==> src/rtl/qam16_pkg.sv <==
// rtl/qam16_pkg.sv - shared 16-QAM constellation definition for mapper and demapper
package qam16_pkg;

    // Sample width (signed 1s17) used by both ends of the link
    localparam int QAM_WIDTH = 18;

    // Gray bit pairs per axis, ordered from most negative to most positive level
    localparam logic [1:0] GRAY_NEG3 = 2'b00;
    localparam logic [1:0] GRAY_NEG1 = 2'b01;
    localparam logic [1:0] GRAY_POS1 = 2'b11;
    localparam logic [1:0] GRAY_POS3 = 2'b10;

    // Ideal constellation levels, A = 0.25 full scale
    localparam int LEVEL_NEG3 = -98304;
    localparam int LEVEL_NEG1 = -32768;
    localparam int LEVEL_POS1 = 32768;
    localparam int LEVEL_POS3 = 98304;

    // Reference level (2A) assumed before acquisition completes
    localparam int QAM_REF_INIT = 65536;

    typedef enum logic {
        ST_ACQUIRE = 1'b0,
        ST_TRACK   = 1'b1
    } demap_state_t;

endpackage

==> src/rtl/qam16_axis_slicer.sv <==
// rtl/qam16_axis_slicer.sv - one-axis 4-level slicer with saturated decision error
module qam16_axis_slicer
    import qam16_pkg::*;
#(
    parameter int WIDTH = QAM_WIDTH
)(
    input  logic signed [WIDTH-1:0] sample,
    input  logic signed [WIDTH-1:0] thresh,
    output logic        [1:0]       bits,
    output logic signed [WIDTH-1:0] err
);

    // Two guard bits keep x - (+/-3A) exact before saturation
    localparam int EW = WIDTH + 2;
    localparam logic signed [EW-1:0] SAT_MAX = EW'((2 ** (WIDTH - 1)) - 1);
    localparam logic signed [EW-1:0] SAT_MIN = -SAT_MAX - EW'(1);

    logic signed [EW-1:0] x_ext;
    logic signed [EW-1:0] t_ext;
    logic signed [EW-1:0] a_lvl;
    logic signed [EW-1:0] a3_lvl;
    logic signed [EW-1:0] level;
    logic signed [EW-1:0] diff;

    // Threshold compare against +/-T and 0, then error against the chosen level
    always_comb begin
        x_ext  = {{2{sample[WIDTH-1]}}, sample};
        t_ext  = {{2{thresh[WIDTH-1]}}, thresh};
        a_lvl  = t_ext >>> 1;
        a3_lvl = t_ext + a_lvl;
        bits   = GRAY_NEG3;
        level  = -a3_lvl;
        if (x_ext < -t_ext) begin
            bits  = GRAY_NEG3;
            level = -a3_lvl;
        end else if (x_ext[EW-1]) begin
            bits  = GRAY_NEG1;
            level = -a_lvl;
        end else if (x_ext < t_ext) begin
            bits  = GRAY_POS1;
            level = a_lvl;
        end else begin
            bits  = GRAY_POS3;
            level = a3_lvl;
        end
        diff = x_ext - level;
        if (diff > SAT_MAX) begin
            err = SAT_MAX[WIDTH-1:0];
        end else if (diff < SAT_MIN) begin
            err = SAT_MIN[WIDTH-1:0];
        end else begin
            err = diff[WIDTH-1:0];
        end
    end

endmodule

==> src/rtl/demapper_16_qam.sv <==
// rtl/demapper_16_qam.sv - 16-QAM demapper with self-estimated reference level
module demapper_16_qam
    import qam16_pkg::*;
#(
    parameter int WIDTH      = QAM_WIDTH,
    parameter int LEAK_SHIFT = 6,
    parameter int ACQ_LOG2   = 6,
    parameter int REF_INIT   = QAM_REF_INIT
)(
    input  logic                    clk,
    input  logic                    reset_n,
    input  logic                    sym_en,
    input  logic signed [WIDTH-1:0] in_phs_sig,
    input  logic signed [WIDTH-1:0] quad_sig,
    input  logic                    ref_freeze,
    output logic        [3:0]       data,
    output logic                    data_valid,
    output logic signed [WIDTH-1:0] err_in_phs,
    output logic signed [WIDTH-1:0] err_quad,
    output logic signed [WIDTH-1:0] ref_level,
    output logic                    locked
);

    localparam int AW = WIDTH + ACQ_LOG2 + 1;
    localparam int TW = WIDTH + 2;
    localparam logic signed [WIDTH-1:0] S_MAX   = {1'b0, {(WIDTH-1){1'b1}}};
    localparam logic signed [WIDTH-1:0] S_MIN   = {1'b1, {(WIDTH-1){1'b0}}};
    localparam logic signed [TW-1:0]    REF_MIN = TW'(1);
    localparam logic signed [TW-1:0]    REF_MAX = TW'((2 ** (WIDTH - 1)) - 1);

    demap_state_t state;
    demap_state_t state_next;

    logic [WIDTH-1:0]        abs_i_now;
    logic [WIDTH-1:0]        abs_q_now;
    logic                    s1_valid;
    logic signed [WIDTH-1:0] s1_i;
    logic signed [WIDTH-1:0] s1_q;
    logic [WIDTH-1:0]        s1_abs_i;
    logic [WIDTH-1:0]        s1_abs_q;

    logic [WIDTH:0]          mag_sum;
    logic [AW-1:0]           acc;
    logic [AW-1:0]           acc_total;
    logic [ACQ_LOG2-1:0]     acq_count;
    logic                    update_en;
    logic                    acq_last;
    logic signed [TW-1:0]    m_ext;
    logic signed [TW-1:0]    ref_ext;
    logic signed [TW-1:0]    trk_diff;
    logic signed [TW-1:0]    trk_next;
    logic signed [WIDTH-1:0] trk_ref;

    logic [1:0]              bits_i;
    logic [1:0]              bits_q;
    logic signed [WIDTH-1:0] slc_err_i;
    logic signed [WIDTH-1:0] slc_err_q;

    // Saturating magnitude so the most negative sample does not wrap
    always_comb begin
        abs_i_now = in_phs_sig;
        abs_q_now = quad_sig;
        if (in_phs_sig == S_MIN) begin
            abs_i_now = S_MAX;
        end else if (in_phs_sig[WIDTH-1]) begin
            abs_i_now = -in_phs_sig;
        end
        if (quad_sig == S_MIN) begin
            abs_q_now = S_MAX;
        end else if (quad_sig[WIDTH-1]) begin
            abs_q_now = -quad_sig;
        end
    end

    // Stage 1: capture the strobed sample and its magnitudes
    always_ff @(posedge clk or negedge reset_n) begin
        if (!reset_n) begin
            s1_valid <= 1'b0;
            s1_i     <= '0;
            s1_q     <= '0;
            s1_abs_i <= '0;
            s1_abs_q <= '0;
        end else begin
            s1_valid <= sym_en;
            if (sym_en) begin
                s1_i     <= in_phs_sig;
                s1_q     <= quad_sig;
                s1_abs_i <= abs_i_now;
                s1_abs_q <= abs_q_now;
            end
        end
    end

    // Reference estimator datapath: block sum for acquisition, leaky step for tracking
    always_comb begin
        mag_sum   = {1'b0, s1_abs_i} + {1'b0, s1_abs_q};
        acc_total = acc + AW'(mag_sum);
        update_en = s1_valid && !ref_freeze;
        acq_last  = (acq_count == {ACQ_LOG2{1'b1}});
        m_ext     = {2'b00, mag_sum[WIDTH:1]};
        ref_ext   = {{2{ref_level[WIDTH-1]}}, ref_level};
        trk_diff  = m_ext - ref_ext;
        trk_next  = ref_ext + (trk_diff >>> LEAK_SHIFT);
        if (trk_next < REF_MIN) begin
            trk_ref = REF_MIN[WIDTH-1:0];
        end else if (trk_next > REF_MAX) begin
            trk_ref = REF_MAX[WIDTH-1:0];
        end else begin
            trk_ref = trk_next[WIDTH-1:0];
        end
    end

    // Estimator state: accumulator, acquisition counter and reference level
    always_ff @(posedge clk or negedge reset_n) begin
        if (!reset_n) begin
            acc       <= '0;
            acq_count <= '0;
            ref_level <= WIDTH'(REF_INIT);
        end else if (update_en) begin
            if (state == ST_ACQUIRE) begin
                acc       <= acc_total;
                acq_count <= acq_count + 1'b1;
                if (acq_last) begin
                    ref_level <= acc_total[ACQ_LOG2+1 +: WIDTH];
                end
            end else begin
                ref_level <= trk_ref;
            end
        end
    end

    // FSM state register
    always_ff @(posedge clk or negedge reset_n) begin
        if (!reset_n) begin
            state <= ST_ACQUIRE;
        end else begin
            state <= state_next;
        end
    end

    // FSM next state: leave acquisition on the last block symbol; track is sticky
    always_comb begin
        state_next = state;
        if (state == ST_ACQUIRE && update_en && acq_last) begin
            state_next = ST_TRACK;
        end
    end

    // FSM outputs
    always_comb begin
        locked = (state == ST_TRACK);
    end

    qam16_axis_slicer #(.WIDTH(WIDTH)) u_slicer_i (
        .sample (s1_i),
        .thresh (ref_level),
        .bits   (bits_i),
        .err    (slc_err_i)
    );

    qam16_axis_slicer #(.WIDTH(WIDTH)) u_slicer_q (
        .sample (s1_q),
        .thresh (ref_level),
        .bits   (bits_q),
        .err    (slc_err_q)
    );

    // Stage 2: register decisions; only symbols sliced while locked are flagged valid
    always_ff @(posedge clk or negedge reset_n) begin
        if (!reset_n) begin
            data       <= '0;
            data_valid <= 1'b0;
            err_in_phs <= '0;
            err_quad   <= '0;
        end else begin
            data_valid <= s1_valid && (state == ST_TRACK);
            if (s1_valid) begin
                data       <= {bits_q, bits_i};
                err_in_phs <= slc_err_i;
                err_quad   <= slc_err_q;
            end
        end
    end

endmodule

==> config.mk <==
export PLATFORM = sky130hd
export DESIGN_NAME = demapper_16_qam
export DESIGN_NICKNAME = d
export VERILOG_FILES = /design/src/rtl/qam16_pkg.sv /design/src/rtl/qam16_axis_slicer.sv /design/src/rtl/demapper_16_qam.sv
export SDC_FILE = /design/constraint.sdc
export NUM_CORES = 1
export LEC_CHECK = 0
export ABC_AREA = 1
export CAP_MARGIN = 20
export CORE_ASPECT_RATIO = 1.25
export CORE_MARGIN = 2
export CORE_UTILIZATION = 38
export CTS_CLUSTER_DIAMETER = 120
export DETAILED_ROUTE_END_ITERATION = 10
export PLACE_DENSITY_LB_ADDON = 0.1
export RECOVER_POWER = 100
export SKIP_LAST_GASP = 1
export SLEW_MARGIN = 20
export SYNTH_ARGS = -nofsm -noshare
export SYNTH_HDL_FRONTEND = slang
export SYNTH_HIERARCHICAL = 1
export SYNTH_SLANG_ARGS = --single-unit
==> constraint.sdc <==
create_clock -name clk -period 5.3 [get_ports clk]
set_input_delay 0.53 -clock clk [delete_from_list [all_inputs] [get_ports clk]]
set_output_delay 0.53 -clock clk [all_outputs]
set_load 0.05 [all_outputs]
==> impl_metrics.tcl, run 1 <==
set metrics [dict create \
    drive_gt1_share_pct 25.42 \
    yosysSeqAreaShare_pct 19.76 \
    crit_slowest_cell "dfrtp_1" \
    gp_congestion 0.9868 \
    hold_start "err_quad[11]$_DFFE_PN0P_" \
    final_hold_viol_count 0 \
    grt_pass1_vias 22950 \
    netlist_area_mm2 0.02077 \
    r2r_start "s1_abs_i[2]$_DFFE_PN0P_" \
    period_needed_ps 5433 \
    ys_top_cells_by_area "dfrtp_1 (20%), nand2_1 (18%), ha_1 (15%)" \
    die_y_um 265.4 \
    drt-initial-drc-count 1565 \
    ctsRootBufferMaster "clkbuf_16" \
    slowest_delay_ps 410 \
    required_ps 5660 \
    regArea_mm2 0.004123 \
    io_pins 100 \
    skew_ps 17.25 \
    clkTransAtPathRegs_ps 80 \
    dr.pass1.iters 5 \
    worst_slack_ps -133.5 \
    wirelength_um 84730 \
    clk_latency_ps 490 \
    tightestPinTransition_ps 2568 \
    yosysTopAreaCell "dfrtp_1" \
    hp-class "reg2reg" \
    syn_to_final_growth_pct 38.87 \
    clockBufferDepth 2 \
    hold_depth 2 \
    finalNetCount 4106 \
    criticalPathCategory "reg2reg" \
    core_area_mm2 0.05385 \
    async_flop_share_pct 100.0 \
    ys_ff_latch 164 \
    worst-path-max-fanout 8 \
    slew_violations 262 \
    rows 95 \
    avgSynthCellArea_um2 6.377 \
    cts_buffers 17 \
    rsz0062_at_grt "true" \
    grt_pass1_wl_um 130100 \
    syn-num-nets 3560 \
    drc 0 \
    violations "max-capacitance violations, max-slew violations, negative setup slack" \
    overflow 0 \
    place_ws_ps -643.5 \
    vias 23580 \
    timing.slew.headroom_pct -71.21 \
    rr_endpoint "ref_level[6]$_DFFE_PN0P_" \
    synth_top_area_share_pct 19.64 \
    htree_levels 4 \
    synth-edff-count 0 \
    n_fill_cell 5323 \
    grt_max_degree 91 \
    reg2reg_slack_ps -130 \
    synth_warnings 6 \
    start_util_pct 38.58 \
    wire_per_inst_um 18.64 \
    synth.distinct_cells 55 \
    dieArea_mm2 0.05656 \
    startpoint_type "flop" \
    grt_usage_pct 30.02 \
    die_w_um 213.1 \
    outcome "finished with violations" \
    multiInputGateArea_mm2 0.01670 \
    viasPerCell 5.188 \
    maxCapViolCount 4 \
    hold_end "err_quad[11]$_DFFE_PN0P_" \
    fmax_ghz 0.1840 \
    synthMostInstantiatedCell "nand2_1" \
    tritoncts "yes" \
    ys_top_cells_by_count "nand2_1 (995), inv_1 (423), ha_1 (256), nor2_1 (254), a21oi_1 (240)" \
    endpoint_kind "flop" \
    antenna_left 0 \
    port_buffers 99 \
    clock_sinks 164 \
    ff2ff_path_depth 36 \
    syn-instance-count 3257 \
    arrival_ps 5790 \
    setup_viol_count_final 43 \
    antenna_found_initial 5 \
    dp_hpwl_um 67630 \
    synth_ff_type "dfrtp_1" \
    fin_crit_sh_pct 102.5 \
]
through the flow:
step / utilization, % / setup TNS [ps] / hold WS [ps] / instances / instance area [um^2]
detailed placement: 47.76 / -21830 / 458.9 / 4449 / 25710
finish: 53.57 / -1919 / 466.5 / 4545 / 28840
global route: 53.56 / -19420 / 491.9 / 4543 / 28840
floorplan: - / 0 / 234.4 / 3257 / 20810
global placement: 47.76 / -21060 / 454.1 / 4449 / 25710
CTS: 51.15 / -3743 / 146.4 / 4520 / 27540
repair_timing:
| item | CTS | global route |
|---|---|---|
| setup buffers | 34 | 23 |
| hold buffers | 0 | 0 |
| endpoints found under the setup margin | 49 | 53 |
| pin swaps | 118 | 156 |
| cloned | 6 | 3 |
| gates resized for setup | 189 | 250 |
worst max-delay path by stage:
stage	to	from	slack, ps
after global placement	err_quad[13]$_DFFE_PN0P_	ref_level[1]$_DFFE_PN0P_	-640
after floorplan	err_quad[10]$_DFFE_PN0P_	ref_level[1]$_DFFE_PN0P_	1
after CTS	ref_level[11]$_DFFE_PN0P_	s1_abs_q[0]$_DFFE_PN0P_	-270
final	ref_level[6]$_DFFE_PN0P_	s1_abs_i[2]$_DFFE_PN0P_	-130
after detailed placement	ref_level[11]$_DFFE_PN0P_	s1_abs_q[2]$_DFFE_PN0P_	-640
after global routing	ref_level[9]$_DFFE_PN0P_	s1_abs_i[0]$_DFFE_PN0P_	-470
cell type report:
type                       count  area share, %
tap                          727          3.154
inverter                     445          5.847
multi-input combinational   2592          57.88
clock buffer                  19          1.536
clock inverter                13         0.5683
sequential                   164          14.29
timing repair buffer         583          16.70
antenna                        2        0.01735
worst max-delay path, delay by kind of cell (launching register included):
| kind | cells | cell delay (ps) |
|---|---|---|
| AO/OA/AOI/OAI | 10 | 1330 |
| XOR/XNOR | 2 | 290 |
| buffers and inverters | 6 | 760 |
| adder cells (fa/ha/maj) | 3 | 860 |
| AND/OR/NAND/NOR | 15 | 1660 |
| flip-flops | 1 | 410 |
registers in the layout, indices dropped and copies added, names as in the netlist, 4 cells and up:
name        flops
s1_q           18
data            4
s1_i           18
ref_level      18
err_quad       18
s1_abs_i       18
err_in_phs     18
s1_abs_q       18
acc            25
acq_count       6
cells in the final DEF, fill, tap and decap left out, types with 32 or more instances in the layout:
cell type,instances
dlygate4sd3_1,66
ha_4,44
nor2_1,231
ha_1,205
xor2_1,116
nand4_1,62
a21oi_2,42
nand2_4,32
inv_2,37
nand3_2,33
nand2_2,112
o21ai_0,157
dfrtp_1,151
inv_1,398
xnor2_1,32
nand2_1,915
nand3_1,123
a21oi_1,190
buf_4,446
cells by family after synthesis:
group / synth area share [%]
AO/OA/AOI/OAI: 13.03
XOR/XNOR: 6.957
adder cells (fa/ha/maj): 16.10
buffers and inverters: 9.427
flip-flops: 19.76
AND/OR/NAND/NOR: 34.73
routing by layer:
layer | global-route usage (%) | vias up | wire (um)
li1 | - | 11620 | -
met4 | 14.04 | 2 | 4685
met5 | 0 | - | 7
met3 | 3.825 | 200 | 4003
met1 | 36.36 | 11070 | 34700
met2 | 52.38 | 678 | 41330
Power of run 1 is not shown: default switching activity piles up to over one toggle a cycle in this logic, so the estimate is an artifact.
==> run 2, diff against run 1 <==
==> constraint.sdc (replaced) <==
create_clock -name clk -period 5.3 [get_ports clk]
set_input_delay 1.06 -clock clk [delete_from_list [all_inputs] [get_ports clk]]
set_output_delay 1.06 -clock clk [all_outputs]
set_load 0.1 [all_outputs]
==> run 2 against run 1 <==
Compared with the run above: the run still ends with max-capacitance violations, max-slew violations, negative setup slack left; routed wire length increased by 1.7%; count of clock-buffer cells in the layout is 2 lower; clock skew down 2.2 ps; non-clock buffer count increased by 47; via count up 0.36%.
==> impl_metrics.tcl, run 2 (same netlist as run 1, synthesis figures left out) <==
set metrics [dict create \
    outcome "finished with violations" \
    violations "max-capacitance violations, max-slew violations, negative setup slack" \
    period_needed_ps 5501 \
    drt-initial-drc-count 1525 \
    grt_max_degree 66 \
    start_util_pct 38.58 \
    dieArea_mm2 0.05656 \
    endpoint_kind "flop" \
    htree_levels 4 \
    worst_slack_ps -201.2 \
    hold_start "data[0]$_DFFE_PN0P_" \
    grt_pass1_wl_um 130900 \
    crit_slowest_cell "fa_1" \
    clockBufferDepth 2 \
    slew_violations 223 \
    hold_end "data[0]$_DFFE_PN0P_" \
    slowest_delay_ps 490 \
    overflow 0 \
    reg2reg_slack_ps -200 \
    antenna_found_initial 0 \
    tightestPinTransition_ps 3659 \
    io_pins 100 \
    cts_buffers 17 \
    worst-path-max-fanout 5 \
    required_ps 5670 \
    grt_usage_pct 30.27 \
    tritoncts "yes" \
    viasPerCell 5.155 \
    ff2ff_path_depth 35 \
    hold_depth 2 \
    final_core_util_pct 54.93 \
    hp-class "reg2reg" \
    skew_ps 15.00 \
    r2r_start "s1_abs_q[0]$_DFFE_PN0P_" \
    fmax_ghz 0.1818 \
    gp_congestion 0.9653 \
    criticalPathCategory "reg2reg" \
    dr.pass1.iters 7 \
    largest_register_ffs 25 \
    dp_hpwl_um 69220 \
    ctsRootBufferMaster "clkbuf_16" \
    grt_pass1_vias 23000 \
    cp-startpoint "s1_abs_q[0]$_DFFE_PN0P_" \
    clock_sinks 164 \
    rows 95 \
    hold_buffers 0 \
    layout_common_cells "nand2_1 (888), buf_4 (490), inv_1 (388)" \
    startpoint_type "flop" \
    die_w_um 213.1 \
    timing.slew.headroom_pct -143.9 \
    drive_gt1_share_pct 29.10 \
    rsz0062_at_grt "true" \
    arrival_ps 5870 \
    die_y_um 265.4 \
    antenna_cells 0 \
    vias 23660 \
    clk_latency_ps 500 \
    clkTransAtPathRegs_ps 80 \
    setup_viol_count_final 17 \
    drc 0 \
    wire_per_inst_um 18.78 \
    antenna_left 0 \
    largest_register "acc" \
    layout_commonest_cell "nand2_1" \
    maxCapViolCount 4 \
    fin_crit_sh_pct 103.8 \
    core_area_mm2 0.05385 \
    final_hold_viol_count 0 \
    rr_endpoint "ref_level[7]$_DFFE_PN0P_" \
    finalNetCount 4153 \
    syn_to_final_growth_pct 42.41 \
    port_buffers 99 \
    wirelength_um 86200 \
    n_fill_cell 5329 \
]
[run 2: changes by cell type in the layout (fill, tap and decap cells not counted), moves of 16 or more]
cell | before | now
a21oi_1 | 190 | 168
a21oi_2 | 42 | 58
dlygate4sd3_1 | 66 | 46
nand2_1 | 915 | 888
nor2_1 | 231 | 215
buf_4 | 446 | 490
clkdlybuf4s50_1 | 31 | 51
nand2_2 | 112 | 142
[run 2: timing repair]
item | CTS | global route
buffers inserted | 32 | 34
resized for setup | 207 | 372
gates cloned | 5 | 6
pin swaps | 105 | 209
setup endpoints to repair | 53 | 53
[run 2: how the worst max path moves through the flow]
stage,cells after the start,slack (ps),endpoint
after floorplan,35,10,err_quad[10]$_DFFE_PN0P_
after global placement,39,-670,ref_level[5]$_DFFE_PN0P_
after detailed placement,32,-660,ref_level[5]$_DFFE_PN0P_
after CTS,42,-330,ref_level[9]$_DFFE_PN0P_
after global routing,39,-550,ref_level[4]$_DFFE_PN0P_
final,35,-200,ref_level[7]$_DFFE_PN0P_
[run 2: final cells by class]
type,count,area (um^2),share of cell area (%)
inverter,445,1692,5.719
sequential,164,4144,14.01
tap,727,909.6,3.075
clock inverter,15,160.2,0.5414
timing repair buffer,630,5167,17.47
multi-input combinational,2592,17080,57.75
clock buffer,17,425.4,1.438
[run 2: critical path, delay by kind of cell (launching register included)]
family                     cells  cell delay (ps)
and+or+nand+nor               18             1980
adders and majority gates      4             1310
buffers and inverters          6              650
AOI/OAI and AO/OA              5              630
DFF                            1              430
xor gates and xnor gates       2              350
[run 2: per-stage QoR]
step	instances	setup TNS (ps)	worst slack (ps)	cell area [um^2]	hold WS, ps
global placement	4485	-21400	-669.7	25990	453.8
CTS	4552	-5301	-325.4	27810	475.1
global route	4590	-16590	-554.3	29580	486.3
floorplan	3257	0	11.04	20880	446.1
detailed placement	4485	-22220	-664.4	25990	457.4
finish	4590	-2483	-201.2	29580	465.2
[run 2: per-layer routing]
metal	routed length (um)	global-route usage, %	up-vias
li1	-	-	11720
met1	36360	37.60	11170
met3	3355	3.188	178
met5	0	0	-
met4	3772	12.59	0
met2	42710	52.91	594
Power of run 2 is left out for the same reason.
